==> src/rtl/spi_slave_byte.sv <==
`default_nettype none
// ============================================================================
//  Module   : spi_slave_byte
//  Purpose  : SPI target that oversamples SCK/MOSI/SS_N in the clk_i domain,
//             assembles MOSI into bytes and serialises a one-byte transmit
//             buffer onto MISO, MSB first.
//  Revision : 1.0  initial release
// ----------------------------------------------------------------------------
//  Ports
//    clk_i          system clock, at least 8x the SCK rate
//    rst_i          asynchronous active-high reset
//    sck_i/mosi_i/ss_n_i  asynchronous SPI pins from the master
//    miso_o         serial data to the master
//    miso_oe_o      MISO output enable, high while selected
//    tx_data_i/tx_valid_i/tx_ready_o  one-byte transmit buffer handshake
//    rx_data_o      last complete received byte
//    rx_valid_o     one-cycle pulse when rx_data_o updates
//    tx_underrun_o  one-cycle pulse when FILL is shifted instead of data
//    busy_o         high while a select is in progress
// ============================================================================
module spi_slave_byte #(
  parameter logic       CPOL = 1'b0,
  parameter logic       CPHA = 1'b0,
  parameter logic [7:0] FILL = 8'hFF
) (
  input  logic       clk_i,
  input  logic       rst_i,
  input  logic       sck_i,
  input  logic       mosi_i,
  input  logic       ss_n_i,
  output logic       miso_o,
  output logic       miso_oe_o,
  input  logic [7:0] tx_data_i,
  input  logic       tx_valid_i,
  output logic       tx_ready_o,
  output logic [7:0] rx_data_o,
  output logic       rx_valid_o,
  output logic       tx_underrun_o,
  output logic       busy_o
);

  typedef enum logic [0:0] {
    ST_IDLE   = 1'b0,
    ST_ACTIVE = 1'b1
  } state_t;

  state_t      r_state;

  // Two synchroniser stages plus a delayed copy for edge detection
  logic        r_sck_s1, r_sck_s2, r_sck_d;
  logic        r_ss_s1,  r_ss_s2,  r_ss_d;
  logic        r_mosi_s1, r_mosi_s2;

  logic [7:0]  r_tx_sh;
  logic [7:0]  r_rx_sh;
  logic [2:0]  r_bitcnt;
  logic        r_miso;
  logic        r_miso_oe;
  logic [7:0]  r_rx_data;
  logic        r_rx_valid;
  logic        r_underrun;
  logic        r_busy;

  logic [7:0]  r_txbuf;
  logic        r_txbuf_full;

  logic        w_sck_rise, w_sck_fall;
  logic        w_lead, w_trail;
  logic        w_sample, w_shift;
  logic        w_ss_fall, w_ss_rise;
  logic        w_load;
  logic        w_accept;
  logic [7:0]  w_load_byte;

  always_ff @(posedge clk_i or posedge rst_i) begin
    if (rst_i) begin
      r_sck_s1  <= CPOL;
      r_sck_s2  <= CPOL;
      r_sck_d   <= CPOL;
      r_ss_s1   <= 1'b1;
      r_ss_s2   <= 1'b1;
      r_ss_d    <= 1'b1;
      r_mosi_s1 <= 1'b0;
      r_mosi_s2 <= 1'b0;
    end else begin
      r_sck_s1  <= sck_i;
      r_sck_s2  <= r_sck_s1;
      r_sck_d   <= r_sck_s2;
      r_ss_s1   <= ss_n_i;
      r_ss_s2   <= r_ss_s1;
      r_ss_d    <= r_ss_s2;
      r_mosi_s1 <= mosi_i;
      r_mosi_s2 <= r_mosi_s1;
    end
  end

  assign w_sck_rise = r_sck_s2 & ~r_sck_d;
  assign w_sck_fall = ~r_sck_s2 & r_sck_d;
  assign w_lead     = CPOL ? w_sck_fall : w_sck_rise;
  assign w_trail    = CPOL ? w_sck_rise : w_sck_fall;
  assign w_sample   = CPHA ? w_trail : w_lead;
  assign w_shift    = CPHA ? w_lead : w_trail;
  assign w_ss_fall  = r_ss_d & ~r_ss_s2;
  assign w_ss_rise  = ~r_ss_d & r_ss_s2;

  // A new tx byte enters the shift register either at the select edge
  // (CPHA=0 must present its MSB before the first sample) or on a shift
  // edge that starts a new byte. Deselect in the same cycle suppresses it.
  always_comb begin
    w_load = 1'b0;
    if (r_state == ST_IDLE)
      w_load = w_ss_fall & ~CPHA;
    else
      w_load = ~w_ss_rise & w_shift & (r_bitcnt == 3'd0);
  end

  assign w_load_byte = r_txbuf_full ? r_txbuf : FILL;
  assign w_accept    = tx_valid_i & ~r_txbuf_full;

  // Load reads the old buffer content; an accept in the same cycle refills it.
  always_ff @(posedge clk_i or posedge rst_i) begin
    if (rst_i) begin
      r_txbuf      <= 8'h00;
      r_txbuf_full <= 1'b0;
    end else begin
      r_txbuf_full <= (r_txbuf_full & ~w_load) | w_accept;
      if (w_accept)
        r_txbuf <= tx_data_i;
    end
  end

  always_ff @(posedge clk_i or posedge rst_i) begin
    if (rst_i) begin
      r_state    <= ST_IDLE;
      r_tx_sh    <= 8'h00;
      r_rx_sh    <= 8'h00;
      r_bitcnt   <= 3'd0;
      r_miso     <= 1'b0;
      r_miso_oe  <= 1'b0;
      r_rx_data  <= 8'h00;
      r_rx_valid <= 1'b0;
      r_underrun <= 1'b0;
      r_busy     <= 1'b0;
    end else begin
      r_rx_valid <= 1'b0;
      r_underrun <= 1'b0;

      if (w_load) begin
        r_tx_sh    <= w_load_byte;
        r_miso     <= w_load_byte[7];
        r_underrun <= ~r_txbuf_full;
      end

      if (r_state == ST_IDLE) begin
        if (w_ss_fall) begin
          r_state   <= ST_ACTIVE;
          r_bitcnt  <= 3'd0;
          r_busy    <= 1'b1;
          r_miso_oe <= 1'b1;
        end
      end else begin
        if (w_ss_rise) begin
          // Deselect wins over any coincident SCK edge; partial byte dropped
          r_state   <= ST_IDLE;
          r_bitcnt  <= 3'd0;
          r_busy    <= 1'b0;
          r_miso_oe <= 1'b0;
        end else if (w_sample) begin
          r_rx_sh  <= {r_rx_sh[6:0], r_mosi_s2};
          r_bitcnt <= r_bitcnt + 3'd1;
          if (r_bitcnt == 3'd7) begin
            r_rx_data  <= {r_rx_sh[6:0], r_mosi_s2};
            r_rx_valid <= 1'b1;
          end
        end else if (w_shift && (r_bitcnt != 3'd0)) begin
          r_tx_sh <= {r_tx_sh[6:0], 1'b0};
          r_miso  <= r_tx_sh[6];
        end
      end
    end
  end

  assign miso_o        = r_miso;
  assign miso_oe_o     = r_miso_oe;
  assign tx_ready_o    = ~r_txbuf_full;
  assign rx_data_o     = r_rx_data;
  assign rx_valid_o    = r_rx_valid;
  assign tx_underrun_o = r_underrun;
  assign busy_o        = r_busy;

endmodule
`default_nettype wire

==> config.mk <==
export PLATFORM = sky130hd
export DESIGN_NAME = spi_slave_byte
export DESIGN_NICKNAME = d
export VERILOG_FILES = /design/src/rtl/spi_slave_byte.sv
export SDC_FILE = /design/constraint.sdc
export NUM_CORES = 1
export LEC_CHECK = 0
export ABC_AREA = 1
export BUFFER_PORTS_ARGS = -buffer_cell sky130_fd_sc_hd__buf_2
export CORE_MARGIN = 2
export CORE_UTILIZATION = 63
export CTS_BUF_LIST = sky130_fd_sc_hd__clkbuf_2 sky130_fd_sc_hd__clkbuf_4 sky130_fd_sc_hd__clkbuf_8
export DETAILED_ROUTE_END_ITERATION = 8
export GPL_TIMING_DRIVEN = 0
export MAX_ROUTING_LAYER = met4
export PLACE_DENSITY_LB_ADDON = 0.15
export SETUP_SLACK_MARGIN = 0.4
export SLEW_MARGIN = 20
export SYNTH_ARGS = -nofsm -noshare
export SYNTH_HDL_FRONTEND = slang
export SYNTH_SLANG_ARGS = --single-unit
==> constraint.sdc <==
create_clock -name clk_i -period 2.3 [get_ports clk_i]
set_clock_uncertainty 0.05 [all_clocks]
set_input_delay 0.23 -clock clk_i [delete_from_list [all_inputs] [get_ports clk_i]]
set_output_delay 0.23 -clock clk_i [all_outputs]
set_load 0.01 [all_outputs]
==> flow_metrics.py, run 1 <==
metrics = {
    "clock_network": {
        "clkSlewWorstSetupHoldPaths_ns": 0.14,
        "postCtsResizedCells": 0,
        "clockBufferDepth": 2,
        "cts_made_buffers": 5,
        "clk_root_buffer_cell": "sky130_fd_sc_hd__clkbuf_4",
        "cts_tree": "yes",
        "cts.sinks": 47,
        "clkLatencyLatePin_ns": 0.36,
        "htree_num_levels": 2,
    },
    "sta": {
        "fin_tns_setup_ns": 0,
        "setup_viol": 0,
        "period_minus_slack_ns": 1.651,
        "worst-slew-pin-transition_ns": 0.4020,
        "grt_setup_unrepaired": "false",
        "worst_max_slew_margin_expressed_relative_to_the_limit_pct": 73.16,
        "finalHoldViolCount": 0,
        "final-max-slew-violation-count": 0,
        "fin_hold_ws_ns": 0.04730,
        "min_period_over_period_pct": 71.79,
        "maxClockFrequency_mhz": 605.6,
    },
    "final_layout": {
        "area_growth_pct": 17.67,
        "num-nets-final": 251,
        "mostFrequentLayoutCell": "sky130_fd_sc_hd__nand2_1",
        "final_cell_mix": "sky130_fd_sc_hd__nand2_1 (45), sky130_fd_sc_hd__dfrtp_1 (44), sky130_fd_sc_hd__buf_2 (27), sky130_fd_sc_hd__inv_1 (23), sky130_fd_sc_hd__nor2_1 (20)",
        "antenna_cells": 0,
        "drive_gt1_share_pct": 24.26,
    },
    "grt": {
        "grt_overflow_total": 0,
        "vias_in_the_first_global_route": 1360,
        "grt_first_pass_wirelength_um": 5823,
        "globalRouteTotalUtil_pct": 23.23,
        "largest_net_degree_at_the_start_of_global_routing": 31,
        "grt_antenna_before_repair": 0,
    },
    "routing": {
        "ant_nets": 0,
        "vias_per_cell": 5.213,
        "drt_first_iter_violations": 52,
        "num_vias": 1397,
        "router_iterations_before_antenna_repair": 4,
        "drc": 0,
        "detail_route.wirelength_um": 3364,
        "post_drt_wl_per_cell_um": 12.55,
    },
    "floorplan": {
        "core_area_um2": 2978,
        "placement_rows": 20,
        "io_pins": 28,
        "floorplan.initialDensity_pct": 64.92,
        "die_h_um": 59.40,
        "dieArea_um2": 3528,
        "floorplan.die.width_um": 59.40,
    },
    "worst_setup_path": {
        "worst-path-max-fanout": 10,
        "crit_path_start_kind": "flip-flop",
        "critical_path_required_ns": 2.02,
        "reg2regPathDepth": 6,
        "regToRegEndpoint": "r_tx_sh[4]$_DFF_PP0_",
        "crit-reg2reg-launch": "r_ss_d$_DFF_PP1_",
        "worst_ep_arrival_time_ns": 1.37,
        "timing.setup.critical_path_class": "reg2out",
        "worst_setup_path_end_kind": "output pin",
        "reg2reg_setup_slack_ns": 0.66,
    },
    "run_status": {
        "run_status": "finished, final reports clean",
    },
    "place": {
        "gp_routability_congestion": 0.8141,
        "place_hpwl_um": 2406,
        "io_buffers": 27,
    },
    "min_path": {
        "hold_class": "in2reg",
        "whs_endpoint": "r_txbuf[3]$_DFFE_PP0P_",
        "timing.hold.worst.start": "tx_data_i[3]",
        "min_delay_path_depth": 2,
    },
    "synthesis": {
        "post_synth_inst_count": 195,
        "synthesis.nets": 212,
        "post_synth_instance_area_um2": 1933,
        "yosysWarnings": 0,
        "yosysUniqueCellTypes": 19,
        "synth-seq-area-share_pct": 61.04,
        "post_synth.cell_area_avg_um2": 9.913,
        "synth_seq_cells": 47,
    },
    "power": {
        "ir_drop_mv": 0.6894,
        "power_density_nw_per_um2": 1013,
        "static-leakage-power_nw": 1.217,
    },
    "flow_run": {
        "maxCapViolCount": 0,
    },
}
power breakdown:
group          total (mW)  switching [mW]  internal [mW]
sequential           1.16           0.122           1.04
clock               0.599           0.261          0.338
combinational       0.541           0.300          0.240
registers in the layout, summed over array words and instances, names as in the netlist:
| register | count |
|---|---|
| r_state | 1 |
| r_tx_sh | 7 |
| miso_o | 1 |
| r_ss_d | 1 |
| r_mosi_s2 | 1 |
| tx_underrun_o | 1 |
| miso_oe_o | 1 |
| r_mosi_s1 | 1 |
| r_bitcnt | 3 |
| rx_data_o | 8 |
| r_sck_s1 | 1 |
| r_ss_s2 | 1 |
| r_txbuf | 8 |
| r_ss_s1 | 1 |
| r_sck_d | 1 |
| r_txbuf_full | 1 |
| r_rx_sh | 7 |
| rx_valid_o | 1 |
| r_sck_s2 | 1 |
routing by layer:
layer | share of wire, % | wire length, um | global-route usage [%]
met1 | 45 | 1520 | 29.02
met3 | 3.8 | 127 | 6.550
met5 | 0 | 0 | -
met4 | 1.2 | 41 | 7.143
met2 | 50 | 1674 | 36.89
layout make-up:
class / instances / area (um^2)
Buffer: 5 / 30.03
Inverter: 24 / 90.09
Sequential cell: 47 / 1180
Timing Repair Buffer: 32 / 195.2
Clock inverter: 3 / 67.56
Multi-Input combinational cell: 119 / 633.1
Fill cell: 211 / 703.2
Clock buffer: 5 / 37.54
Tap cell: 33 / 41.29
cell families after synthesis:
kind of cell / count (synthesis) / synth area share (%)
flip-flops: 47 / 61.04
multiplexers: 8 / 4.660
AO/OA/AOI/OAI: 23 / 6.732
AND/OR/NAND/NOR: 85 / 19.42
adder cells (fa/ha/maj): 3 / 1.942
buffers and inverters: 29 / 6.214
Yosys cell counts (all sizes together):
cell	count	share of area (%)
a21oi	9	3.1
buf	2	0.97
clkbuf	3	0.58
dfrtp	44	57
dfstp	3	4.1
ha	3	1.9
inv	24	4.7
mux2	8	4.7
nand2	48	10
nand3	15	3.9
nand4	1	0.65
nor2	21	4.9
o21ai	14	3.6
worst max path at each step:
stage                                 from                  endpoint  slack, ns  cells past startpoint
finish              r_txbuf_full$_DFF_PP0_                tx_ready_o       0.65                      3
global route              r_ss_d$_DFF_PP1_      r_tx_sh[6]$_DFF_PP0_       0.53                      6
CTS                       r_ss_d$_DFF_PP1_    r_rx_sh[1]$_DFFE_PP0P_       0.65                      5
detailed placement        r_ss_d$_DFF_PP1_    r_rx_sh[1]$_DFFE_PP0P_       0.70                      5
global placement                     rst_i    r_txbuf[0]$_DFFE_PP0P_       0.44                      2
floorplan                 r_ss_d$_DFF_PP1_  rx_data_o[0]$_DFFE_PP0P_       0.90                      7
worst max-delay path, stage by stage, from the launching register on:
cell and delay [ns]:
sky130_fd_sc_hd__dfrtp_1 0.42, sky130_fd_sc_hd__inv_1 0.08, sky130_fd_sc_hd__clkbuf_1 0.31, sky130_fd_sc_hd__buf_2 0.20
timing repair:
| action | in CTS | in global routing |
|---|---|---|
| hold endpoints to repair | 20 | 0 |
| hold buffers | 4 | 0 |
| setup buffers | 0 | 0 |
stage by stage:
step / instance area (um^2) / std cells / util [%] / power (mW) / setup slack [ns]
after global placement: 2110 / 255 / 70.84 / 1.661 / 0.4442
after global routing: 2275 / 268 / 76.39 / 2.441 / 0.5313
after floorplan: 1933 / 195 / - / 1.555 / 0.8958
after detailed placement: 2130 / 256 / 71.51 / 1.714 / 0.6986
after CTS: 2275 / 268 / 76.39 / 2.319 / 0.6452
final: 2275 / 268 / 76.39 / 2.303 / 0.6488
Power figures use the tool's default switching activity.
==> run 2, diff against run 1 <==
--- a/config.mk
+++ b/config.mk
@@ -5,10 +5,10 @@
 export SDC_FILE = /design/constraint.sdc
 export NUM_CORES = 1
 export LEC_CHECK = 0
-export ABC_AREA = 1
+export ABC_AREA = 0
 export BUFFER_PORTS_ARGS = -buffer_cell sky130_fd_sc_hd__buf_2
 export CORE_MARGIN = 2
-export CORE_UTILIZATION = 63
+export CORE_UTILIZATION = 53
 export CTS_BUF_LIST = sky130_fd_sc_hd__clkbuf_2 sky130_fd_sc_hd__clkbuf_4 sky130_fd_sc_hd__clkbuf_8
 export DETAILED_ROUTE_END_ITERATION = 8
 export GPL_TIMING_DRIVEN = 0
==> constraint.sdc (replaced) <==
create_clock -name clk_i -period 1.35 [get_ports clk_i]
set_clock_uncertainty 0.05 [all_clocks]
set_input_delay 0.135 -clock clk_i [delete_from_list [all_inputs] [get_ports clk_i]]
set_output_delay 0.135 -clock clk_i [all_outputs]
set_load 0.01 [all_outputs]
==> flow_metrics.py, run 2 <==
metrics = {
    "power": {
        "power_density_nw_per_um2": 1469,
        "p_sw_mw": 1.210,
        "totalPowerFinal_mw": 3.971,
        "netSwitchingFraction_pct": 30.48,
        "ir_drop_mv": 0.8929,
        "static-leakage-power_nw": 1.349,
        "power.share.combinational_pct": 28.4,
        "internal-power_mw": 2.761,
        "clockPowerShare_pct": 20.4,
        "power.share.sequential_pct": 51.2,
    },
    "synthesis": {
        "synth-seq-area-share_pct": 60.64,
        "yosysTopAreaCellShare_pct": 56.59,
        "synth_seq_cells": 47,
        "synth_most_common_cell": "sky130_fd_sc_hd__dfrtp_1",
        "synth.largest_area_cell": "sky130_fd_sc_hd__dfrtp_1",
        "post_synth_inst_count": 161,
        "yosysWarnings": 0,
        "post_synth_instance_area_um2": 1946,
        "synth_enable_flop_cells": 0,
        "post_synth.cell_area_avg_um2": 12.08,
        "netlist_top_cells_area": "sky130_fd_sc_hd__dfrtp_1 (57%), sky130_fd_sc_hd__mux2_4 (6.2%), sky130_fd_sc_hd__nand2_1 (5.8%)",
        "synthArstFlopShare_pct": 100.0,
        "synth_common_cells": "sky130_fd_sc_hd__dfrtp_1 (44), sky130_fd_sc_hd__nand2_1 (30), sky130_fd_sc_hd__nor2_1 (11), sky130_fd_sc_hd__o21ai_0 (9)",
        "yosysUniqueCellTypes": 31,
        "synthesis.nets": 178,
        "yosys_most_used_dff": "sky130_fd_sc_hd__dfrtp_1",
    },
    "routing": {
        "maxUsedRoutingLayer": "met4",
        "ant_nets": 0,
        "met2_wirelength_um": 2116,
        "detail_route.wirelength_um": 4165,
        "num_vias": 1394,
        "vias_per_cell": 5.125,
        "met3_routed_wl_um": 170,
        "drc": 0,
        "drt_first_iter_violations": 108,
        "router_iterations_before_antenna_repair": 4,
        "drt-met1-wl_um": 1847,
        "post_drt_wl_per_cell_um": 15.31,
    },
    "worst_setup_path": {
        "worst_setup_path_end_kind": "flip-flop",
        "critical_path_buffer_and_inverter_count": 2,
        "crit_path_start_kind": "flip-flop",
        "worst_ep_arrival_time_ns": 1.85,
        "worst-path-max-fanout": 6,
        "max_stage_delay_ns": 0.55,
        "cpMostUsedCell": "sky130_fd_sc_hd__buf_4",
        "reg2reg_setup_slack_ns": -0.33,
        "critical_path_cell_by_cell": "and2b_4, buf_4, a2111oi_4, buf_4, nand2_1, a31oi_1",
        "timing.setup.critical_path_class": "reg2reg",
        "timing.critical_path.max_delay_family": "flip-flops",
        "timing.critical_path.slowest_stage_cell": "sky130_fd_sc_hd__dfstp_2",
        "critical_path_required_ns": 1.52,
    },
    "sta": {
        "worst-slew-pin-transition_ns": 0.9656,
        "setup_viol": 28,
        "finalWorstSetupSlack_ns": -0.3327,
        "worst_max_slew_margin_expressed_relative_to_the_limit_pct": 35.49,
        "maxClockFrequency_mhz": 594.3,
        "grt_setup_unrepaired": "true",
        "finalHoldViolCount": 44,
        "period_minus_slack_ns": 1.683,
        "min_period_over_period_pct": 124.6,
        "final-max-slew-violation-count": 0,
        "fin_hold_ws_ns": -0.01701,
    },
    "final_layout": {
        "num-nets-final": 240,
        "final_cell_mix": "sky130_fd_sc_hd__dfrtp_1 (43), sky130_fd_sc_hd__buf_2 (25), sky130_fd_sc_hd__buf_4 (22), sky130_fd_sc_hd__nand2_1 (21), sky130_fd_sc_hd__mux2_4 (16)",
        "fin_util_pct": 74.98,
        "mostFrequentLayoutCell": "sky130_fd_sc_hd__dfrtp_1",
        "area_growth_pct": 38.97,
        "antenna_cells": 0,
        "drive_gt1_share_pct": 53.57,
    },
    "place": {
        "gp_routability_congestion": 0.7462,
        "io_buffers": 27,
        "place_hpwl_um": 2284,
    },
    "run_status": {
        "run_status": "finished with violations",
        "failing_checks": "hold timing, setup timing",
    },
    "clock_network": {
        "cts_tree": "yes",
        "clkLatencyLatePin_ns": 0.30,
        "htree_num_levels": 2,
        "clkSlewWorstSetupHoldPaths_ns": 0.08,
        "clk_root_buffer_cell": "sky130_fd_sc_hd__clkbuf_8",
        "cts_made_buffers": 5,
        "cts.sinks": 47,
        "clockBufferDepth": 2,
    },
    "floorplan": {
        "placement_rows": 22,
        "io_pins": 28,
        "floorplan.die.width_um": 64.59,
        "core_area_um2": 3606,
        "dieArea_um2": 4172,
        "die_h_um": 64.59,
        "floorplan.initialDensity_pct": 53.96,
    },
    "grt": {
        "globalRouteTotalUtil_pct": 21.12,
        "vias_in_the_first_global_route": 1393,
        "grt_first_pass_wirelength_um": 6499,
        "grt_overflow_total": 0,
        "grt_antenna_before_repair": 0,
        "largest_net_degree_at_the_start_of_global_routing": 48,
    },
    "min_path": {
        "hold_class": "in2async",
    },
    "flow_run": {
        "maxCapViolCount": 0,
    },
}
-- run 2: cell types whose count changed in the layout (fill, tap and decap cells not counted), moves of 7 or more --
cell	change
sky130_fd_sc_hd__nand2_1	-24
sky130_fd_sc_hd__buf_4	+21
sky130_fd_sc_hd__inv_1	-20
sky130_fd_sc_hd__mux2_4	+16
sky130_fd_sc_hd__nand3_1	-14
sky130_fd_sc_hd__o21ai_0	-11
sky130_fd_sc_hd__nor2_1	-10
sky130_fd_sc_hd__mux2_2	-8
sky130_fd_sc_hd__a21oi_1	-7
sky130_fd_sc_hd__nand2_2	+7
-- run 2: path summary, 6_finish.rpt --
kind	startpoint	to	cells past startpoint
worst max-delay path	r_ss_d$_DFF_PP1_	r_tx_sh[3]$_DFF_PP0_	6
worst min-delay path	rst_i	r_mosi_s2$_DFF_PP0_	2
worst max register to register	r_ss_d$_DFF_PP1_	r_tx_sh[3]$_DFF_PP0_	6
worst min register to register	r_ss_s1$_DFF_PP1_	r_ss_s2$_DFF_PP1_	0
max in group asynchronous	rst_i	r_txbuf_full$_DFF_PP0_	2
min in group clk_i	tx_data_i[1]	r_txbuf[1]$_DFFE_PP0P_	2
-- run 2: power groups by stage --
| stage | clock, mW | sequential [mW] | combinational [mW] |
|---|---|---|---|
| after floorplan | 0 | 1.95 | 0.648 |
| after global placement | 0 | 1.98 | 0.781 |
| after detailed placement | 0 | 2.00 | 0.816 |
| after CTS | 0.812 | 2.00 | 1.01 |
| after global routing | 0.881 | 2.07 | 1.22 |
| final | 0.810 | 2.03 | 1.13 |
-- run 2: cells by family after synthesis --
family | share of synthesized area, %
adder cells (fa/ha/maj) | 1.929
AND/OR/NAND/NOR | 14.86
multiplexers | 11.83
AO/OA/AOI/OAI | 7.846
flip-flops | 60.64
buffers and inverters | 2.894
-- run 2: timing repair --
action                                  CTS  global route
cloned                                    2             0
pin swaps                                 8            18
gates resized for setup                  30            16
endpoints found under the setup margin   53            53
hold buffers                              3             0
endpoints found under the hold margin     3             0
buffers inserted                          9            14
-- run 2: metal layers --
layer / track usage [%] / up-vias
met2: 32.03 / 33
met1: 28.86 / 693
met4: 4.787 / 0
li1: - / 664
met3: 5.729 / 4
met5: - / -
-- run 2: through the flow --
stage	instance area (um^2)	TNS [ns]	setup WS, ns	instances
6_report	2704	-6.907	-0.3327	272
5_1_grt	2704	-8.596	-0.3842	272
4_1_cts	2544	-6.780	-0.3188	258
3_5_place_dp	2227	-9.450	-0.5371	236
3_3_place_gp	2227	-8.456	-0.4999	236
2_1_floorplan	2032	-5.617	-0.3315	161
-- run 2: layout make-up --
class,count,area (um^2)
fill,228,902.1
timing repair buffer,55,387.9
multi-input combinational,101,890.9
buffer,5,63.81
clock inverter,3,15.01
tap,48,60.06
sequential,47,1181
clock buffer,5,68.82
inverter,8,36.28
